==> src/rtl/nibble_serial_adder_ctrl_if.sv <==
// rtl/nibble_serial_adder_ctrl_if.sv - operand/result handshake bundle for nibble_serial_adder_ctrl
// Optional port sub exists only when NIBBLE_SERIAL_SUB_EN is defined.
interface nibble_serial_adder_ctrl_if #(
  parameter int WIDTH = 16
) ();
  logic             in_valid;
  logic             in_ready;
  logic [WIDTH-1:0] a;
  logic [WIDTH-1:0] b;
  logic             c_in;
`ifdef NIBBLE_SERIAL_SUB_EN
  logic             sub;
`endif
  logic             out_valid;
  logic             out_ready;
  logic [WIDTH-1:0] sum;
  logic             c_out;

`ifdef NIBBLE_SERIAL_SUB_EN
  modport master (
    output in_valid, a, b, c_in, sub, out_ready,
    input  in_ready, out_valid, sum, c_out
  );
  modport slave (
    input  in_valid, a, b, c_in, sub, out_ready,
    output in_ready, out_valid, sum, c_out
  );
`else
  modport master (
    output in_valid, a, b, c_in, out_ready,
    input  in_ready, out_valid, sum, c_out
  );
  modport slave (
    input  in_valid, a, b, c_in, out_ready,
    output in_ready, out_valid, sum, c_out
  );
`endif
endinterface

==> src/rtl/nibble_serial_adder_ctrl.sv <==
// rtl/nibble_serial_adder_ctrl.sv - WIDTH-bit adder sequenced through one 4-bit CLA slice
// Optional subtract mode: NIBBLE_SERIAL_SUB_EN.
module nibble_serial_adder_ctrl #(
  parameter int WIDTH = 16
) (
  input logic                        clk,
  input logic                        rst,
  nibble_serial_adder_ctrl_if.slave  bus
);
  localparam int N     = WIDTH / 4;
  localparam int CNT_W = (N > 1) ? $clog2(N) : 1;

  typedef enum logic [1:0] {IDLE, RUN, DONE} state_e;

  state_e             state_q, state_d;
  logic [WIDTH-1:0]   a_q, a_d;
  logic [WIDTH-1:0]   b_q, b_d;
  logic [WIDTH-1:0]   sum_q, sum_d;
  logic               carry_q, carry_d;
  logic               c_out_q, c_out_d;
  logic [CNT_W-1:0]   cnt_q, cnt_d;
`ifdef NIBBLE_SERIAL_SUB_EN
  logic               sub_q, sub_d;
`endif

  logic               accept;
  logic               last_nib;
  logic [3:0]         a_nib, b_nib;
  logic [3:0]         g, p, c, s;
  logic               group_gen, group_prop, carry_nxt;

  assign accept   = bus.in_valid && (state_q == IDLE);
  assign last_nib = (cnt_q == CNT_W'(N - 1));

  // FSM: state register
  always_ff @(posedge clk) begin
    if (rst) state_q <= IDLE;
    else     state_q <= state_d;
  end

  // FSM: next state
  always_comb begin
    state_d = state_q;
    case (state_q)
      IDLE:    if (bus.in_valid)  state_d = RUN;
      RUN:     if (last_nib)      state_d = DONE;
      DONE:    if (bus.out_ready) state_d = IDLE;
      default:                    state_d = IDLE;
    endcase
  end

  // FSM: outputs
  always_comb begin
    bus.in_ready  = (state_q == IDLE);
    bus.out_valid = (state_q == DONE);
    bus.sum       = sum_q;
    bus.c_out     = c_out_q;
  end

  // Select the active nibble pair; subtract feeds the slice with ~B
  always_comb begin
    a_nib = '0;
    b_nib = '0;
    for (int i = 0; i < N; i++) begin
      if (cnt_q == CNT_W'(i)) begin
        a_nib = a_q[4*i +: 4];
        b_nib = b_q[4*i +: 4];
      end
    end
`ifdef NIBBLE_SERIAL_SUB_EN
    b_nib = b_nib ^ {4{sub_q}};
`endif
  end

  // 4-bit carry-lookahead slice with group generate/propagate
  always_comb begin
    g    = a_nib & b_nib;
    p    = a_nib ^ b_nib;
    c[0] = carry_q;
    c[1] = g[0] | (p[0] & carry_q);
    c[2] = g[1] | (p[1] & g[0]) | (p[1] & p[0] & carry_q);
    c[3] = g[2] | (p[2] & g[1]) | (p[2] & p[1] & g[0]) | (p[2] & p[1] & p[0] & carry_q);
    s    = p ^ c;
    group_gen  = g[3] | (p[3] & g[2]) | (p[3] & p[2] & g[1]) | (p[3] & p[2] & p[1] & g[0]);
    group_prop = &p;
    carry_nxt  = group_gen | (group_prop & carry_q);
  end

  // Datapath next state
  always_comb begin
    a_d     = a_q;
    b_d     = b_q;
    sum_d   = sum_q;
    carry_d = carry_q;
    c_out_d = c_out_q;
    cnt_d   = cnt_q;
`ifdef NIBBLE_SERIAL_SUB_EN
    sub_d   = sub_q;
`endif
    if (accept) begin
      a_d   = bus.a;
      b_d   = bus.b;
      cnt_d = '0;
`ifdef NIBBLE_SERIAL_SUB_EN
      sub_d   = bus.sub;
      carry_d = bus.sub ? 1'b1 : bus.c_in;
`else
      carry_d = bus.c_in;
`endif
    end else if (state_q == RUN) begin
      for (int i = 0; i < N; i++) begin
        if (cnt_q == CNT_W'(i)) sum_d[4*i +: 4] = s;
      end
      carry_d = carry_nxt;
      if (last_nib) c_out_d = carry_nxt;
      else          cnt_d   = cnt_q + CNT_W'(1);
    end
  end

  always_ff @(posedge clk) begin
    if (rst) begin
      a_q     <= '0;
      b_q     <= '0;
      sum_q   <= '0;
      carry_q <= 1'b0;
      c_out_q <= 1'b0;
      cnt_q   <= '0;
`ifdef NIBBLE_SERIAL_SUB_EN
      sub_q   <= 1'b0;
`endif
    end else begin
      a_q     <= a_d;
      b_q     <= b_d;
      sum_q   <= sum_d;
      carry_q <= carry_d;
      c_out_q <= c_out_d;
      cnt_q   <= cnt_d;
`ifdef NIBBLE_SERIAL_SUB_EN
      sub_q   <= sub_d;
`endif
    end
  end
endmodule

==> src/flat_wrapper.sv <==
// flat-port wrapper written by rule: the top's interface ports become plain ports
module nibble_serial_adder_ctrl_flat 
#(
  parameter int WIDTH = 16
)
  (clk, rst, bus_in_valid, bus_a, bus_b, bus_c_in, bus_out_ready, bus_in_ready, bus_out_valid, bus_sum, bus_c_out);
  nibble_serial_adder_ctrl_if #(.WIDTH(WIDTH)) bus_i ();
  input logic clk;
  input logic rst;
  input wire logic [$bits(bus_i.in_valid)-1:0] bus_in_valid;
  input wire logic [$bits(bus_i.a)-1:0] bus_a;
  input wire logic [$bits(bus_i.b)-1:0] bus_b;
  input wire logic [$bits(bus_i.c_in)-1:0] bus_c_in;
  input wire logic [$bits(bus_i.out_ready)-1:0] bus_out_ready;
  output wire logic [$bits(bus_i.in_ready)-1:0] bus_in_ready;
  output wire logic [$bits(bus_i.out_valid)-1:0] bus_out_valid;
  output wire logic [$bits(bus_i.sum)-1:0] bus_sum;
  output wire logic [$bits(bus_i.c_out)-1:0] bus_c_out;
  assign bus_i.in_valid = bus_in_valid;
  assign bus_i.a = bus_a;
  assign bus_i.b = bus_b;
  assign bus_i.c_in = bus_c_in;
  assign bus_i.out_ready = bus_out_ready;
  assign bus_in_ready = bus_i.in_ready;
  assign bus_out_valid = bus_i.out_valid;
  assign bus_sum = bus_i.sum;
  assign bus_c_out = bus_i.c_out;
  nibble_serial_adder_ctrl #(.WIDTH(WIDTH)) u_core (.clk(clk), .rst(rst), .bus(bus_i));
endmodule
==> config.mk <==
export PLATFORM = sky130hd
export DESIGN_NAME = nibble_serial_adder_ctrl_flat
export DESIGN_NICKNAME = d
export VERILOG_FILES = /design/src/rtl/nibble_serial_adder_ctrl_if.sv /design/src/rtl/nibble_serial_adder_ctrl.sv /design/src/flat_wrapper.sv
export SDC_FILE = /design/constraint.sdc
export NUM_CORES = 1
export LEC_CHECK = 0
export ABC_CLOCK_PERIOD_IN_PS = 3550
export BUFFER_PORTS_ARGS = -buffer_cell sky130_fd_sc_hd__buf_4
export CAP_MARGIN = 20
export CORE_AREA = 2 2 69 71
export CTS_BUF_LIST = sky130_fd_sc_hd__clkbuf_2
export DETAILED_ROUTE_END_ITERATION = 10
export DIE_AREA = 0 0 71 73
export GPL_TIMING_DRIVEN = 0
export PLACE_DENSITY = 0.87
export SYNTH_ARGS = -nofsm -noshare
export SYNTH_HDL_FRONTEND = slang
export SYNTH_SLANG_ARGS = --single-unit
==> constraint.sdc <==
create_clock -name clk -period 3.55 [get_ports clk]
set_input_delay 0.355 -clock clk [delete_from_list [all_inputs] [get_ports clk]]
set_output_delay 0.355 -clock clk [all_outputs]
set_load 0.02 [all_outputs]
== Word-level counts from Yosys, hierarchy flattened ==
Cells that the tools add are included.

* Register bits: 54
* Bits of input ports: 37
* Output and inout bits: 19
* Word-level logic and storage cells: 75

* Add/subtract/negate cells: 1
* Equality and inequality tests: 8
* Muxes and demuxes: 14
* Bitwise operators: 30
* Reduce and logical (&&, ||, !) cells: 12

{| class="wikitable"
|+ Operators by type and width
! kind !! number
|-
| 4-bit 2-to-1 mux || 8
|-
| 1-bit AND || 15
|-
| 3-bit AND reduction || 5
|-
| 1-bit bitwise OR || 10
|-
| 4-bit bitwise XOR || 2
|-
| 2-bit == test (second input constant) || 3
|-
| 2-bit 2-to-1 mux || 3
|-
| 2-bit one-hot mux with 3 select lines || 1
|-
| 4-bit AND || 1
|-
| 2-bit by 1-bit == test with 1-bit output (second input constant) || 2
|-
| 2-bit zero test || 2
|-
| 2-bit inequality test (second input constant) || 2
|-
| 4-bit AND reduction || 1
|-
| 2-bit by 1-bit adder with 2-bit output (second input constant) || 1
|-
| 1-bit 2-to-1 mux || 2
|-
| 2-bit by 1-bit inequality test with 1-bit output (second input constant) || 1
|-
| 1-bit inverter || 2
|-
| 2-bit AND reduction || 1
|-
| 2-bit nonzero test || 1
|-
| 2-bit OR reduction || 1
|-
| 1-bit logical AND || 1
|}

== Depth between registers and ports, before layout ==
Gate-level depths: netlist (run 1).

* Depth after elaboration: 13
* Gate-level depth with buffers: 12
* Gate-level depth less buffers: 11

== Worst setup path before layout (run 1) ==
No wires, ideal clock.

* Kind: flip-flop to flip-flop
* From: register u_core.cnt_q[0]
* To: register u_core.sum_q[11], in the netlist u_core.bus.sum[11]
* Setup time: 0.069 ns
* Arrival: 2.611 ns
* Slack: 0.870 ns
* Cell stages (with the launch flop): 13
* Period minus slack after synthesis: 2.680 ns
* Cell sequence: dfxtp_1 > inv_1 > ha_1 > clkbuf_1 > nand3b_1 > a21oi_1 > a21oi_1 > o21ai_0 > ha_1 > a21o_1 > and4_4 > a2111o_1 > o21ai_1

* Word-level cells in the longest chain between the ends: 11
* Elaborated cells on any way between the ends: 24

{| class="wikitable"
|+ Ends and longest elaborated chain
! item !! line !! text
|-
| from (decl) || nibble_serial_adder_ctrl.sv:21 || <nowiki>logic [CNT_W-1:0] cnt_q, cnt_d;</nowiki>
|-
| from (signal assigned) || nibble_serial_adder_ctrl.sv:137 || <nowiki>cnt_q <= cnt_d;</nowiki>
|-
| 2-bit zero test || nibble_serial_adder_ctrl.sv:65 || <nowiki>if (cnt_q == CNT_W'(i)) begin</nowiki>
|-
| 4-bit 2-to-1 mux (4 in series) || nibble_serial_adder_ctrl.sv:65 ||
|-
| 4-bit bitwise XOR / 4-bit AND (equally long branches) || nibble_serial_adder_ctrl.sv:78, nibble_serial_adder_ctrl.sv:77 ||
|-
| 1-bit AND || nibble_serial_adder_ctrl.sv:82 || <nowiki>c[3] = g[2] | (p[2] & g[1]) | (p[2] & p[1] & g[0]) | (p[2] & p[1] & p[0] & carry_q);</nowiki>
|-
| 1-bit bitwise OR / 1-bit AND (equally long branches) (2 in series) || nibble_serial_adder_ctrl.sv:82 ||
|-
| 1-bit bitwise OR || nibble_serial_adder_ctrl.sv:82 ||
|-
| 4-bit bitwise XOR || nibble_serial_adder_ctrl.sv:83 || <nowiki>s = p ^ c;</nowiki>
|-
| to (signal assigned) || nibble_serial_adder_ctrl.sv:134 || <nowiki>sum_q <= sum_d;</nowiki>
|-
| to (decl) || nibble_serial_adder_ctrl.sv:18 || <nowiki>logic [WIDTH-1:0] sum_q, sum_d;</nowiki>
|}

Parallel ways exist; a longest one is shown, timed or not.
A chain may end at the register's enable or synchronous reset.

== Final worst setup path (run 1) ==
* From: register u_core.cnt_q[0]
* To: register u_core.sum_q[15], in the netlist u_core.bus.sum[15]

The elaborated chain is that of the path after synthesis.

==> results of run 1 <==
[sequential cells by signal, indices dropped and copies added, names as in the netlist]
register	cells
u_core.carry_q	1
u_core.cnt_q	2
u_core.state_q	2
u_core.bus.sum	16
u_core.b_q	16
u_core.bus.c_out	1
u_core.a_q	16
[cell type report]
class	count	area, sq um	share of cell area, %
clock buffer	5	25.0	0.855
sequential	54	1080	37.0
inverter	4	15.0	0.513
multi-input combinational	225	1200	40.9
tap	54	67.6	2.31
buffer	20	93.8	3.21
timing repair buffer	55	413	14.1
clock inverter	2	33.8	1.15
[worst max-delay path by stage]
stage	startpoint	endpoint	cells after the start
2_1_floorplan	u_core.cnt_q[0]	u_core.bus.sum[11]	12
3_3_place_gp	u_core.cnt_q[0]	u_core.bus.sum[11]	12
3_5_place_dp	u_core.cnt_q[0]	u_core.bus.sum[15]	12
4_1_cts	u_core.cnt_q[0]	u_core.bus.sum[15]	12
5_1_grt	u_core.cnt_q[0]	u_core.bus.sum[11]	12
6_report	u_core.cnt_q[0]	u_core.bus.sum[15]	12
[report_power, final]
part | internal (mW) | total, mW | switching, mW
Combinational | 0.0902 | 0.205 | 0.115
Clock | 0.113 | 0.297 | 0.184
Sequential | 0.638 | 0.657 | 0.0183
[worst max-delay path, cell delays in order (launching register included)]
cell and delay [ns]:
dfxtp_1 0.42, inv_1 0.10, ha_1 0.22, clkbuf_1 0.41, nand3b_1 0.13, a21oi_1 0.16, a21oi_1 0.06, o21ai_0 0.39
ha_1 0.32, a21o_1 0.20, and4_4 0.19, a2111o_1 0.45, o21ai_1 0.14
[cells in the final DEF, fill, tap and decap left out, types with 2 or more instances in the layout]
| cell type | netlist | routed |
|---|---|---|
| o21ai_0 | 12 | 12 |
| ha_1 | 8 | 8 |
| xnor2_1 | 2 | 2 |
| a21oi_1 | 59 | 59 |
| nor2b_1 | 3 | 3 |
| inv_1 | 3 | 3 |
| buf_2 | 6 | 6 |
| nand3b_1 | 8 | 8 |
| clkbuf_2 | 0 | 5 |
| o21ai_1 | 5 | 5 |
| nor2_1 | 6 | 6 |
| a311oi_1 | 5 | 5 |
| dfxtp_1 | 54 | 54 |
| clkinv_1 | 1 | 2 |
| clkbuf_1 | 11 | 11 |
| nand2_1 | 89 | 89 |
| nor3_2 | 2 | 2 |
| nand3_1 | 13 | 13 |
| buf_4 | 1 | 56 |
[stage by stage]
step / hold slack (ns) / cell area, sq um / setup WS (ns) / util (%)
4_1_cts: 0.115 / 2930 / 0.335 / 64.5
2_1_floorplan: 0.436 / 2390 / 0.870 / -
3_5_place_dp: 0.447 / 2870 / 0.378 / 63.2
3_3_place_gp: 0.443 / 2870 / 0.499 / 63.2
5_1_grt: 0.101 / 2930 / 0.150 / 64.5
6_report: 0.109 / 2930 / 0.300 / 64.5
[kinds of logic after synthesis]
group                    count (synthesis)
AND/OR/NAND/NOR                        126
AO/OA/AOI/OAI                           87
flip-flops                              54
buffers and inverters                   24
adder cells (fa/ha/maj)                  9
XOR/XNOR                                 2
multiplexers                             1
[layer usage]
metal | part of all wire [%] | global-route usage (%) | up-vias
met5 | 0 | 0 | -
met3 | 5.3 | 4.83 | 13
met1 | 42 | 27.4 | 1076
li1 | - | - | 1150
met4 | 1.9 | 7.13 | 0
met2 | 50 | 41.1 | 75
==> reports/metrics.yaml, run 1 <==
areaGrowthSynthToFinish_pct: 22.6
r2r-end: "u_core.bus.sum[15]"
dp.cells: 412
syn_area_per_cell_sq_um: 7.87
core-area_sq_um: 4540
ant_nets: 0
synth_top_area_share_pct: 45.3
die_h_um: 73
synth_top_family_by_area: "simple AND/OR/NAND/NOR gates"
grt_util_all_layers_pct: 22.9
cp-end-kind: "flip-flop"
synth_common_cells: "nand2_1, a21oi_1, dfxtp_1, nand3_1, o21ai_0"
antenna_found_initial: 0
vias: 2314
yosys_warnings: 0
viasPerCell: 5.52
hp-class: "input port to flip-flop"
place_congestion: 0.857
root_buffer: "clkbuf_2"
drc: 0
ctsLongestPathBuffers: 2
max_slew_margin_pct: 63.7
critPathKind: "flip-flop to flip-flop"
powerDensity_nw_per_um2: 396
insertion_delay_ns: 0.45
clock_skew_ns: 0.0217
firstDrtPassIters: 5
grt_pass1_wl_mm: 9.33
hold_path_end: "u_core.b_q[4]"
ys_seq_elements: 54
synth_seq_area_share_pct: 45.3
tns_ns: 0
min_period_over_period_pct: 91.6
status: "finished clean"
synth_most_common_cell: "nand2_1"
synth_edf_count: 0
r2r_slack_ns: 0.30
r2r_start: "u_core.cnt_q[0]"
finalPower_mw: 1.16
port_buffers: 55
ctsHoldBuffers: 0
syn_area_sq_um: 2390
synth_top_cell_by_area: "dfxtp_1"
final-max-slew-violation-count: 0
cp_max_fo: 10
async_flop_share_pct: 0
drive_above_1_share_pct: 20.5
postCtsResizedCells: 0
hold_path_startpoint: "bus_b[4]"
std_cell_rows: 25
setup_viol: 0
max-cap-violations: 0
synthTopCellsByArea: "dfxtp_1, nand2_1, a21oi_1"
peakVddDrop_mv: 0.233
synthFlopType: "dfxtp_1"
grt_max_degree: 16
clkTransAtPathRegs_ns: 0.26
num_antenna_cells: 0
nFillCells: 405
synth_cells: 303
leakage_nw: 1.19
die_w_um: 71
synth-simple-area-share_pct: 24.0
htreeDepth: 2
synth_adder_area_share_pct: 5.03
min_delay_path_depth: 3
grt_pass1_vias: 2136
post_cts_buffers: 0
cp.required_ns: 3.94
fin_nets: 411
arrival_ns: 3.64
synth-compound-area-share_pct: 20.0
reg2reg_depth: 12
start_util_pct: 52.6
overflow: 0
cts_tree: "built"
critPathLaunchType: "flip-flop"
max_freq_mhz: 308
min_period_ns: 3.25
io_pins: 56
yosysUniqueCellTypes: 33
routed_wl_mm: 5.69
synth-xor-area-share_pct: 0.734
cts.sinks: 54
synthMuxAreaShare_pct: 0.420
stdcell_count: 419
worst_pin_slew_ns: 0.545
rsz0062_at_grt: "no"
routedWlPerCell_um: 13.6
drtIter0Drc: 233
numCtsBuffers: 5
dieArea_sq_um: 5180
final-hold-violation-count: 0
syn-num-nets: 349
hpwlAfterDp_mm: 4.21
No activity file was read; power rests on OpenSTA's default activity.
==> inputs of run 2 (changes only) <==
--- a/config.mk
+++ b/config.mk
@@ -5,7 +5,7 @@
 export SDC_FILE = /design/constraint.sdc
 export NUM_CORES = 1
 export LEC_CHECK = 0
-export ABC_CLOCK_PERIOD_IN_PS = 3550
+export ABC_CLOCK_PERIOD_IN_PS = 3300
 export BUFFER_PORTS_ARGS = -buffer_cell sky130_fd_sc_hd__buf_4
 export CAP_MARGIN = 20
 export CORE_AREA = 2 2 69 71
==> constraint.sdc (replaced) <==
create_clock -name clk -period 3.3 [get_ports clk]
set_input_delay 0.33 -clock clk [delete_from_list [all_inputs] [get_ports clk]]
set_output_delay 0.33 -clock clk [all_outputs]
set_load 0.02 [all_outputs]
==> reports/metrics.yaml, run 2 (same netlist as run 1, synthesis figures left out) <==
grt_util_all_layers_pct: 22.9  # unchanged
final-hold-violation-count: 0  # unchanged
num_antenna_cells: 0  # unchanged
stdcell_count: 419  # unchanged
areaGrowthSynthToFinish_pct: 22.7  # was 22.6%
clock_skew_ns: 0.0185  # was 0.0217 ns
critPathLaunchType: "flip-flop"  # unchanged
cp.required_ns: 3.69  # was 3.94 ns
firstDrtPassIters: 7  # was 5
leakage_nw: 1.19  # about the same
antenna_found_initial: 0  # unchanged
postCtsResizedCells: 0  # unchanged
cp_num_buf_inv: 1  # was 2
critPathMaxStageDelay_ns: 0.48  # was 0.45 ns
ant_nets: 0  # unchanged
drc: 0  # unchanged
grt_pass1_vias: 2136  # unchanged
hp-class: "input port to flip-flop"  # unchanged
std_cell_rows: 25  # unchanged
nFillCells: 405  # unchanged
max_slew_margin_pct: 63.9  # was 63.7%
final_util_pct: 64.5  # about the same
peakVddDrop_mv: 0.250  # was 0.233 mV
cp_top_family: "compound AO/OA/AOI/OAI gates"  # unchanged
start_util_pct: 52.6  # unchanged
post_cts_buffers: 0  # unchanged
insertion_delay_ns: 0.44  # was 0.45 ns
mostFrequentLayoutCell: "nand2_1"  # unchanged
rsz0062_at_grt: "no"  # unchanged
r2r_slack_ns: 0.19  # was 0.30 ns
area.sequential_sq_um: 1080  # unchanged
reg2reg_depth: 11  # was 12
clkTransAtPathRegs_ns: 0.25  # was 0.26 ns
die_h_um: 73  # unchanged
routed_wl_mm: 5.65  # was 5.69 mm
grt_max_degree: 16  # unchanged
htreeDepth: 2  # unchanged
cts_tree: "built"  # unchanged
setup_viol: 0  # unchanged
cp-end-kind: "flip-flop"  # unchanged
layout_common_cells: "nand2_1, a21oi_1, buf_4, dfxtp_1, nand3_1"  # unchanged
io_pins: 56  # unchanged
port_buffers: 55  # unchanged
numCtsBuffers: 5  # unchanged
cts.sinks: 54  # unchanged
min_period_ns: 3.11  # was 3.25 ns
status: "finished clean"  # unchanged
routedWlPerCell_um: 13.5  # was 13.6 um
min_period_over_period_pct: 94.2  # was 91.6%
core-area_sq_um: 4540  # unchanged
finalPower_mw: 1.24  # was 1.16 mW
crit_chain: "ha_1, clkbuf_1, nand2_1, a21oi_1, a21oi_1, o21ai_0, ha_1, a21o_1, and4_4, a2111o_1, o21ai_1"  # was inv_1, ha_1, clkbuf_1, nand3b_1, a21oi_1, a21oi_1, o21ai_0, ha_1, a21o_1, and4_4, a2111o_1, o21ai_1
powerDensity_nw_per_um2: 425  # was 396 nW/um^2
ctsHoldBuffers: 0  # unchanged
max-cap-violations: 0  # unchanged
multiInputGateArea_sq_um: 1200  # unchanged
dp.cells: 412  # unchanged
ctsLongestPathBuffers: 2  # unchanged
overflow: 0  # unchanged
arrival_ns: 3.50  # was 3.64 ns
final-max-slew-violation-count: 0  # unchanged
hold_path_startpoint: "bus_b[4]"  # unchanged
r2r-end: "u_core.bus.sum[15]"  # unchanged
max_freq_mhz: 322  # was 308 MHz
place_congestion: 0.857  # unchanged
dieArea_sq_um: 5180  # unchanged
die_w_um: 71  # unchanged
cp_max_fo: 10  # unchanged
tns_ns: 0  # unchanged
drive_above_1_share_pct: 20.8  # was 20.5%
fin_nets: 411  # unchanged
hold_path_end: "u_core.b_q[4]"  # unchanged
hpwlAfterDp_mm: 4.21  # unchanged
vias: 2304  # was 2314
root_buffer: "clkbuf_2"  # unchanged
drtIter0Drc: 229  # was 233
worst_path_max_delay_cell: "dfxtp_1"  # was a2111o_1
viasPerCell: 5.50  # was 5.52
grt_pass1_wl_mm: 9.33  # unchanged
r2r_start: "u_core.cnt_q[0]"  # unchanged
min_delay_path_depth: 3  # unchanged
worst_pin_slew_ns: 0.542  # was 0.545 ns
critPathKind: "flip-flop to flip-flop"  # unchanged
## run 2: changes by cell type in the layout (fill, tap and decap cells not counted)
cell      previous run  this run
o21ai_1              5         6
o21ai_0             12        11
clkbuf_2             5         6
clkbuf_1            11        10
## run 2: worst max path at each step
stage,from,to,cells after the start
after floorplan,u_core.cnt_q[0],u_core.bus.sum[11],12
after CTS,u_core.cnt_q[0],u_core.bus.sum[15],12
after detailed placement,u_core.cnt_q[0],u_core.bus.sum[15],12
after global routing,u_core.cnt_q[0],u_core.bus.sum[11],11
after global placement,u_core.cnt_q[0],u_core.bus.sum[11],12
final,u_core.cnt_q[0],u_core.bus.sum[15],11
## run 2: area by class of cell
class / count / share of cell area (%)
plain buffers: 20 / 3.25
clock buffers: 5 / 0.855
clock inverters: 2 / 1.15
inverters: 4 / 0.513
multi-input cells: 225 / 40.9
flip-flops and latches: 54 / 36.9
well taps: 54 / 2.31
repair buffers: 55 / 14.1
## run 2: metal layers
metal / vias to the layer above / wire length [um] / global-route usage (%)
li1: 1153 / - / -
met1: 1071 / 2350 / 27.4
met2: 71 / 2890 / 41.1
met3: 9 / 315 / 4.83
met4: 0 / 91 / 7.13
met5: - / 0 / 0
## run 2: worst reg2reg max path, cell delays in order, from the launching register on
cell and delay, ns:
dfxtp_1 0.48, ha_1 0.19, clkbuf_1 0.41, nand2_1 0.10, a21oi_1 0.13, a21oi_1 0.06, o21ai_0 0.38, ha_1 0.32
a21o_1 0.20, and4_4 0.19, a2111o_1 0.45, o21ai_1 0.15
## run 2: power breakdown
| group | internal [mW] | switching (mW) | total [mW] |
|---|---|---|---|
| clock network | 0.122 | 0.195 | 0.317 |
| registers | 0.687 | 0.0197 | 0.706 |
| logic | 0.0974 | 0.123 | 0.221 |
| total | 0.906 | 0.339 | 1.24 |
## run 2: per-stage QoR
step	area (sq um)	setup slack, ns	hold slack [ns]
global placement	2870	0.249	0.443
finish	2930	0.191	0.0889
floorplan	2390	0.620	0.436
CTS	2930	0.0855	0.0901
global route	2930	0.00593	0.0761
detailed placement	2870	0.128	0.447
